[src/rtl/readout_pkg.sv]
// Shared types and constants for the readout scheduler: state encoding,
// counter widths and the width helper used by every counter.
package readout_pkg;

    typedef enum logic [2:0] {
        IDLE    = 3'd0,
        RUN_RTM = 3'd1,
        RUN_DTM = 3'd2,
        ABORT   = 3'd3,
        GAP     = 3'd4
    } state_t;

    localparam int CSN_W    = 32;
    localparam int TOCNT_W  = 16;
    localparam int STREAK_W = 8;

    // Bits needed to hold 0..value-1, never less than one bit.
    function automatic int clog2(input longint unsigned value);
        int bits;
        longint unsigned v;
        bits = 0;
        v = (value > 1) ? value - 1 : 0;
        for (int i = 0; i < 64; i++) begin
            if (v != 0) begin
                bits = bits + 1;
                v = v >> 1;
            end
        end
        return (bits < 1) ? 1 : bits;
    endfunction

endpackage

[src/rtl/readout_scheduler_if.sv]
// Request, completion and status bundle between the two readout paths and
// the scheduler that arbitrates the shared readout engine.
interface readout_scheduler_if;
    import readout_pkg::*;

    logic               enable;
    logic               ipbus_cmd_valid;
    logic               tm_fifo_valid;
    logic               rtm_done;
    logic               dtm_done;
    logic               run_rtm;
    logic               run_dtm;
    logic               abort;
    logic               busy;
    logic [CSN_W-1:0]   csn;
    logic [TOCNT_W-1:0] timeout_cnt;

    modport master (
        output enable, ipbus_cmd_valid, tm_fifo_valid, rtm_done, dtm_done,
        input  run_rtm, run_dtm, abort, busy, csn, timeout_cnt
    );

    modport slave (
        input  enable, ipbus_cmd_valid, tm_fifo_valid, rtm_done, dtm_done,
        output run_rtm, run_dtm, abort, busy, csn, timeout_cnt
    );

endinterface

[src/rtl/readout_scheduler_txn_watchdog.sv]
// Transaction watchdog: counts cycles while a run is active and flags the
// last allowed cycle so the scheduler can abort a stuck transaction.
module txn_watchdog
    import readout_pkg::*;
#(
    parameter int unsigned TIMEOUT_CYCLES = 65536
) (
    input  logic clk,
    input  logic rst,
    input  logic clear,
    input  logic enable,
    output logic expired
);

    localparam int WD_W = clog2(TIMEOUT_CYCLES);
    localparam logic [WD_W-1:0] WD_LAST = WD_W'(TIMEOUT_CYCLES - 1);

    logic [WD_W-1:0] count;

    // Holding at the last value keeps the counter from wrapping if the
    // owner ever lingers; the scheduler leaves RUN on that cycle anyway.
    always_ff @(posedge clk or posedge rst) begin
        if (rst) begin
            count <= '0;
        end else if (clear) begin
            count <= '0;
        end else if (enable && (count != WD_LAST)) begin
            count <= count + WD_W'(1);
        end
    end

    assign expired = enable && (count == WD_LAST);

endmodule

[src/rtl/readout_scheduler.sv]
// Grants the shared readout engine to the IPbus (RTM) or trigger (DTM) path,
// bounds IPbus streaks, watchdogs each run and keeps the command sequence number.
module readout_scheduler
    import readout_pkg::*;
#(
    parameter int unsigned MAX_IPBUS_STREAK = 4,
    parameter int unsigned TIMEOUT_CYCLES   = 65536,
    parameter int unsigned GAP_CYCLES       = 2
) (
    input  logic                clk,
    input  logic                rst,
    readout_scheduler_if.slave  bus
);

    localparam int GAP_W = clog2(GAP_CYCLES + 1);
    localparam logic [STREAK_W-1:0] STREAK_MAX = STREAK_W'(MAX_IPBUS_STREAK);
    localparam logic [GAP_W-1:0] GAP_LAST =
        (GAP_CYCLES > 1) ? GAP_W'(GAP_CYCLES - 1) : '0;

    state_t               state;
    state_t               next_state;
    logic [STREAK_W-1:0]  streak;
    logic [GAP_W-1:0]     gap_cnt;
    logic [CSN_W-1:0]     csn_q;
    logic [TOCNT_W-1:0]   timeout_q;
    logic                 in_run;
    logic                 done_hit;
    logic                 wd_expired;

    assign in_run   = (state == RUN_RTM) || (state == RUN_DTM);
    assign done_hit = ((state == RUN_RTM) && bus.rtm_done) ||
                      ((state == RUN_DTM) && bus.dtm_done);

    txn_watchdog #(
        .TIMEOUT_CYCLES (TIMEOUT_CYCLES)
    ) u_watchdog (
        .clk     (clk),
        .rst     (rst),
        .clear   (!in_run),
        .enable  (in_run),
        .expired (wd_expired)
    );

    always_ff @(posedge clk or posedge rst) begin
        if (rst) begin
            state <= IDLE;
        end else begin
            state <= next_state;
        end
    end

    // IPbus wins ties until its streak reaches the limit; done beats timeout.
    always_comb begin
        next_state = state;
        case (state)
            IDLE: begin
                if (bus.enable) begin
                    if (bus.ipbus_cmd_valid &&
                        (!bus.tm_fifo_valid || (streak < STREAK_MAX))) begin
                        next_state = RUN_RTM;
                    end else if (bus.tm_fifo_valid) begin
                        next_state = RUN_DTM;
                    end
                end
            end
            RUN_RTM, RUN_DTM: begin
                if (done_hit) begin
                    next_state = GAP;
                end else if (wd_expired) begin
                    next_state = ABORT;
                end
            end
            ABORT:   next_state = GAP;
            GAP: begin
                if (gap_cnt == GAP_LAST) begin
                    next_state = IDLE;
                end
            end
            default: next_state = IDLE;
        endcase
    end

    always_comb begin
        bus.run_rtm     = (state == RUN_RTM);
        bus.run_dtm     = (state == RUN_DTM);
        bus.abort       = (state == ABORT);
        bus.busy        = (state != IDLE);
        bus.csn         = csn_q;
        bus.timeout_cnt = timeout_q;
    end

    // The streak only grows while trigger data is actually waiting.
    always_ff @(posedge clk or posedge rst) begin
        if (rst) begin
            streak <= '0;
        end else if ((state == IDLE) && (next_state == RUN_RTM)) begin
            if (!bus.tm_fifo_valid) begin
                streak <= '0;
            end else if (streak < STREAK_MAX) begin
                streak <= streak + STREAK_W'(1);
            end
        end else if ((state == IDLE) && (next_state == RUN_DTM)) begin
            streak <= '0;
        end
    end

    always_ff @(posedge clk or posedge rst) begin
        if (rst) begin
            gap_cnt <= '0;
        end else if (state == GAP) begin
            gap_cnt <= gap_cnt + GAP_W'(1);
        end else begin
            gap_cnt <= '0;
        end
    end

    always_ff @(posedge clk or posedge rst) begin
        if (rst) begin
            csn_q <= '0;
        end else if (done_hit) begin
            csn_q <= csn_q + CSN_W'(1);
        end
    end

    always_ff @(posedge clk or posedge rst) begin
        if (rst) begin
            timeout_q <= '0;
        end else if ((state == ABORT) && (timeout_q != '1)) begin
            timeout_q <= timeout_q + TOCNT_W'(1);
        end
    end

endmodule

[src/flat_wrapper.sv]
// flat-port wrapper written by rule: the top's interface ports become plain ports
module readout_scheduler_flat import readout_pkg::*;
#(
    parameter int unsigned MAX_IPBUS_STREAK = 4,
    parameter int unsigned TIMEOUT_CYCLES   = 65536,
    parameter int unsigned GAP_CYCLES       = 2
)
  (clk, rst, bus_enable, bus_ipbus_cmd_valid, bus_tm_fifo_valid, bus_rtm_done, bus_dtm_done, bus_run_rtm, bus_run_dtm, bus_abort, bus_busy, bus_csn, bus_timeout_cnt);
  readout_scheduler_if bus_i ();
  input  logic clk;
  input  logic rst;
  input wire logic [$bits(bus_i.enable)-1:0] bus_enable;
  input wire logic [$bits(bus_i.ipbus_cmd_valid)-1:0] bus_ipbus_cmd_valid;
  input wire logic [$bits(bus_i.tm_fifo_valid)-1:0] bus_tm_fifo_valid;
  input wire logic [$bits(bus_i.rtm_done)-1:0] bus_rtm_done;
  input wire logic [$bits(bus_i.dtm_done)-1:0] bus_dtm_done;
  output wire logic [$bits(bus_i.run_rtm)-1:0] bus_run_rtm;
  output wire logic [$bits(bus_i.run_dtm)-1:0] bus_run_dtm;
  output wire logic [$bits(bus_i.abort)-1:0] bus_abort;
  output wire logic [$bits(bus_i.busy)-1:0] bus_busy;
  output wire logic [$bits(bus_i.csn)-1:0] bus_csn;
  output wire logic [$bits(bus_i.timeout_cnt)-1:0] bus_timeout_cnt;
  assign bus_i.enable = bus_enable;
  assign bus_i.ipbus_cmd_valid = bus_ipbus_cmd_valid;
  assign bus_i.tm_fifo_valid = bus_tm_fifo_valid;
  assign bus_i.rtm_done = bus_rtm_done;
  assign bus_i.dtm_done = bus_dtm_done;
  assign bus_run_rtm = bus_i.run_rtm;
  assign bus_run_dtm = bus_i.run_dtm;
  assign bus_abort = bus_i.abort;
  assign bus_busy = bus_i.busy;
  assign bus_csn = bus_i.csn;
  assign bus_timeout_cnt = bus_i.timeout_cnt;
  readout_scheduler #(.MAX_IPBUS_STREAK(MAX_IPBUS_STREAK), .TIMEOUT_CYCLES(TIMEOUT_CYCLES), .GAP_CYCLES(GAP_CYCLES)) u_core (.clk(clk), .rst(rst), .bus(bus_i));
endmodule
[config.mk]
export PLATFORM = sky130hd
export DESIGN_NAME = readout_scheduler_flat
export DESIGN_NICKNAME = d
export VERILOG_FILES = /design/src/rtl/readout_pkg.sv /design/src/rtl/readout_scheduler_if.sv /design/src/rtl/readout_scheduler_txn_watchdog.sv /design/src/rtl/readout_scheduler.sv /design/src/flat_wrapper.sv
export SDC_FILE = /design/constraint.sdc
export NUM_CORES = 1
export LEC_CHECK = 0
export CAP_MARGIN = 25
export CELL_PAD_IN_SITES_DETAIL_PLACEMENT = 1
export CELL_PAD_IN_SITES_GLOBAL_PLACEMENT = 1
export CORE_MARGIN = 3
export CORE_UTILIZATION = 45
export DETAILED_ROUTE_END_ITERATION = 10
export PLACE_DENSITY_LB_ADDON = 0.1
export SYNTH_ARGS = -nofsm -noshare
export SYNTH_HDL_FRONTEND = slang
export SYNTH_SLANG_ARGS = --single-unit
[constraint.sdc]
create_clock -name clk -period 3.9 [get_ports clk]
set_clock_uncertainty 0.05 [all_clocks]
set_input_delay 0.39 -clock clk [delete_from_list [all_inputs] [get_ports clk]]
set_output_delay 0.39 -clock clk [all_outputs]
set_load 0.02 [all_outputs]
After elaboration in Yosys (flattened, before gate mapping) --
Cells that the tools add are included.
Storage, ports and cells: input bits 7, word-level logic and storage cells 55, flip-flop bits (word level) 77
Cells by class: reductions and logical operators 17, $add $sub $neg 5, equal/unequal tests 12, mux-type cells 14, $lt $le $gt $ge 1
Operators with widths (number):
- adder 16 x 1 -> 16 bit, second input constant | 2
- adder 32 x 1 -> 32 bit, second input constant | 1
- two-way mux 16 bit | 2
- two-way mux 8 bit | 4
- inequality test 16 bit, second input constant | 2
- two-way mux 3 bit | 6
- == test 16 bit, second input constant | 1
- case mux 3 bit (4 select lines) | 1
- == test 3 x 2 -> 1 bit, second input constant | 3
- adder 8 x 1 -> 8 bit, second input constant | 1
- logical AND 1 bit | 8
- < comparator 8 x 3 -> 1 bit, second input constant | 1
- == test 3 x 1 -> 1 bit, second input constant | 2
- == test 3 bit, second input constant | 1
- zero test 3 bit | 1
- logical OR 1 bit | 3
- inequality test 3 x 2 -> 1 bit, second input constant | 1
- nonzero test 3 bit | 1
- adder 2 x 1 -> 2 bit, second input constant | 1
- == test 2 x 1 -> 1 bit, second input constant | 1
- two-way mux 2 bit | 1
- inequality test 2 x 1 -> 1 bit, second input constant | 1
- AND reduction 2 bit | 1
- nonzero test 2 bit | 1
- 2 further kinds | 2

Depth between registers and ports, before layout --
depth in word-level cells 10, mapped depth 7

Cells and area by module --
A second synthesis with hierarchy kept.
Unflattened totals: cell total of the unflattened synthesis 369, area, all modules 3992.6 sq um
By module, submodules not included:
- readout_scheduler | cells each 263, times used 1, area an instance 3006.6 sq um, sequential area each 1526.5 sq um
- txn_watchdog | cells each 106, times used 1, area an instance 985.9 sq um, sequential area each 400.4 sq um

Worst setup path after synthesis --
Ideal clock, no wire load.
path type register to register, from reg u_core.state[0], to reg u_core.csn_q[24] (netlist: u_core.bus.csn[24]), data arrival time 1.748 ns, clock period less this slack 1.927 ns, setup slack 1.973 ns, cell stages (with the launch flop) 8, path through dfrtp_1 buf_6 nand3b_4 a2111oi_4 and4_1 buf_6 nand4_4 xnor2_2
On the way: word-level cells in the longest chain between the ends 3, elaborated cells between the ends (all ways) 5, those cells by class 2 x eq/ne; 3 x reduce/logical
Ends and longest elaborated chain:
- start: declaration | RTL line readout_scheduler.sv:20 | state_t state;
- start signal: assignment | RTL line readout_scheduler.sv:48 | state <= next_state;
- == test 3 x 1 -> 1 bit or == test 3 x 2 -> 1 bit (tied branches) | RTL line readout_scheduler.sv:31, readout_scheduler.sv:32
- logical AND 1 bit (on tied branches) | RTL line readout_scheduler.sv:31, readout_scheduler.sv:32
- logical OR 1 bit * | RTL line readout_scheduler.sv:31 | assign done_hit = ((state == RUN_RTM) && bus.rtm_done) ||
- end signal: assignment | RTL line readout_scheduler.sv:121 | csn_q <= csn_q + CSN_W'(1);
- end: declaration | RTL line readout_scheduler.sv:24 | logic [CSN_W-1:0] csn_q;
Every way passes the cells marked *; elsewhere a longest branch is shown, timed or not. A chain may end at the register's enable or synchronous reset.

Final worst setup path --
from reg u_core.u_watchdog.count[0], to reg u_core.u_watchdog.count[0]
On the way: word-level cells in the longest chain between the ends 3, elaborated cells between the ends (all ways) 6, those cells by class 1 x add/sub; 2 x eq/ne; 2 x mux; 1 x reduce/logical
Ends and longest elaborated chain:
- start: declaration | RTL line readout_scheduler_txn_watchdog.sv:18 | logic [WD_W-1:0] count;
- start signal: assignment | RTL line readout_scheduler_txn_watchdog.sv:28 | count <= count + WD_W'(1);
- adder 16 x 1 -> 16 bit or inequality test 16 bit (tied branches) | RTL line readout_scheduler_txn_watchdog.sv:28, readout_scheduler_txn_watchdog.sv:27
- two-way mux 16 bit or logical AND 1 bit (tied branches) | RTL line readout_scheduler_txn_watchdog.sv:27 | end else if (enable && (count != WD_LAST)) begin
- two-way mux 16 bit or inequality test 2 x 1 -> 1 bit (tied branches)
Several ways; a longest one is shown, not always the timed one. The select of a mux whose other input is x is not followed.

==> metrics <==
status=finished, final reports clean; Num CTS Buffers=9; Syn Std Cell Area=roughly 0.0037 mm²; post-CTS sizing=0; register area share after synthesis=0.525; drt drc=0; Post-CTS Setup Repair Bufs=0; clk buf depth=2; Worst setup EP type=flip-flop; crit path DAT=around 2600 ps; port bufs=a little under 60; worst hold path type=input port to async pin; htree depth=3; crit path kind=flip-flop to flip-flop; Main synth FF type=dfrtp_1; Die ar.=approximately 0.0093 mm²; max-cap violations=0; number of hold violations in the final report=0; 1st-iter DRT viols=62; CTS root buf=clkbuf_8; row count=32; first-pass GRT wire length=roughly 14000 µm; WL final=roughly 8200 µm; portion of netlist area occupied by mux cells=0.00920; Core Util, Final=0.578; Slew @ Worst Pin=just over 800 ps; crit start category=flip-flop; cells after synthesis=334; Sink Count=between 70 and 80; Skew-Pair Late Insertion Delay=~350 ps; routability cong.=around 0.75; Post-Synth Adder-Cell Area=0.0170; VDD IR max=around 0.0003 V; Via density=5.37; vias=approximately 2700; # IOs=59; GRT overflow=0; post-synthesis xor/xnor area fraction=0.128; Nets=between 400 and 500; chip width=a little under 100 µm; Distinct cells, synth=46; share of cells above drive strength 1=0.0927; Area Overhead vs Synth=22.9%; Lkg Pwr=1.94 nW; Tcrit/Tclk final=0.618; Syn. warnings=0; Mapped Nets=roughly 350; global-route usage over all layers=0.201; core area=roughly 0.0078 mm²; setup_tns=0 ps; Synth Area in Compound Gates=0.0763; fin. max-slew vios=0; number of global-route vias before repair=around 3000; antenna violations before repair=0; Synth Register Bits=77; DR pass1 iterations=4; Antenna Cells=0; CTS tree=done; unrepaired setup endpoints after global routing=false; asr flop ratio synth=1.00; Synth Area in Simple Gates=0.217; largest family of logic cells by synthesized area=simple AND/OR/NAND/NOR gates; fin crit period=between 2000 and 2500 ps; fmax=0.415 GHz; worst endpoint required time=roughly 4100 ps; number of enable flip-flop cells after synthesis=0; Syn Area/Cell=11.0 µm²; fillers=approximately 860; CP max FO=8; drt wl/cell=approximately 16 µm; largest net degree at the start of global routing=between 70 and 80; Power Dens Cells=417 mW/mm²; initial core utilization=0.470; # setup viols final=0; most frequent cells in the layout=77 x dfrtp_1, 58 x clkdlybuf4s50_1, 43 x xnor2_1; Clock transition at path regs=90 ps; most common cell after layout, fill and taps aside=dfrtp_1; Die Span Y=roughly 96 µm; Slew headroom=0.447; HPWL Detailed=between 5000 and 6000 µm; # hold bufs at CTS=0; post-route ant nets=0
## where the power goes
part	switching, mW	leakage, nW	total [mW]	internal, mW
logic	0.214	0.793	0.386	0.172
registers	0.0847	1.06	0.946	0.861
clock network	0.299	0.0897	0.549	0.250
total	0.598	1.94	1.88	1.28
## worst max-delay path, stage by stage (launching register included)
cell     delay, ps
dfrtp_1        450
ha_1           370
inv_1          140
nor3_1         700
nand2_1        300
xnor2_1        230
nor2_1          60
## worst paths after layout
check	from	end	slack (ps)	cells past startpoint
max	u_core.u_watchdog.count[0]	u_core.u_watchdog.count[0]	1490	6
min	rst	u_core.u_watchdog.count[12]	400	3
max reg2reg	u_core.u_watchdog.count[0]	u_core.u_watchdog.count[0]	1490	6
min reg2reg	u_core.gap_cnt[0]	u_core.gap_cnt[0]	410	1
max in group asynchronous	rst	u_core.bus.timeout_cnt[15]	3050	3
min in group clk	u_core.gap_cnt[0]	u_core.gap_cnt[0]	410	1
## synth_stat cells (3+ instances only)
cell | instances | share of area
a21oi_1 | 11 | 0.015
nor2_1 | 27 | 0.028
ha_1 | 5 | 0.017
a211oi_1 | 7 | 0.014
nand2b_1 | 5 | 0.0085
nand3_1 | 26 | 0.035
nand3_2 | 3 | 0.0082
inv_1 | 10 | 0.010
nand2_1 | 22 | 0.022
dfrtp_1 | 77 | 0.52
clkbuf_1 | 4 | 0.0041
xor2_1 | 9 | 0.021
nand4_1 | 12 | 0.020
a31oi_1 | 6 | 0.010
o21ai_0 | 4 | 0.0055
and2_1 | 6 | 0.010
and3_1 | 9 | 0.015
and3_2 | 3 | 0.0061
nor3_1 | 6 | 0.0082
xnor2_1 | 43 | 0.10
mux2_2 | 3 | 0.0092
and4_1 | 6 | 0.014
## logic make-up (layout without fill, tap and decap cells)
family / after synthesis / in the layout
xor gates and xnor gates: 53 / 53
adders and majority gates: 5 / 5
buffers and inverters: 20 / 85
DFF: 77 / 77
AOI/OAI and AO/OA: 37 / 37
and+or+nand+nor: 139 / 139
muxes: 3 / 3
## final cells by class
cell class	count	area, µm²	area share
Inverter	10	37.5	0.00831
Timing Repair Buffer	59	601	0.133
Sequential cell	77	1930	0.427
Clock buffer	11	141	0.0313
Clock inverter	5	35.0	0.00776
Tap cell	102	128	0.0283
Multi-Input combinational cell	237	1650	0.364
## layer usage
layer | wire length (µm) | track usage | share of wire
met2 | 4230 | 0.331 | 0.51
met5 | 0 | 0 | 0
met1 | 3630 | 0.262 | 0.44
met4 | 107 | 0.0736 | 0.013
met3 | 254 | 0.0399 | 0.031
## registers in the layout, summed over array words and instances (netlist names)
| signal | flops |
|---|---|
| u_core.streak | 8 |
| u_core.state | 3 |
| u_core.bus.timeout_cnt | 16 |
| u_core.u_watchdog.count | 16 |
| u_core.bus.csn | 32 |
| u_core.gap_cnt | 2 |
## stage by stage
stage                     power [mW]  area (µm²)  setup slack [ps]  hold WS (ps)  std cells
after floorplan                 1.20        3670              1490           360        334
after global placement          1.33        4340              1330           370        485
after detailed placement        1.35        4340              1260           401        485
after CTS                       1.91        4510              1510           413        501
after global routing            2.00        4510              1250           423        501
final                           1.88        4510              1490           399        501
Note: power is estimated with default switching activity, not from simulation.
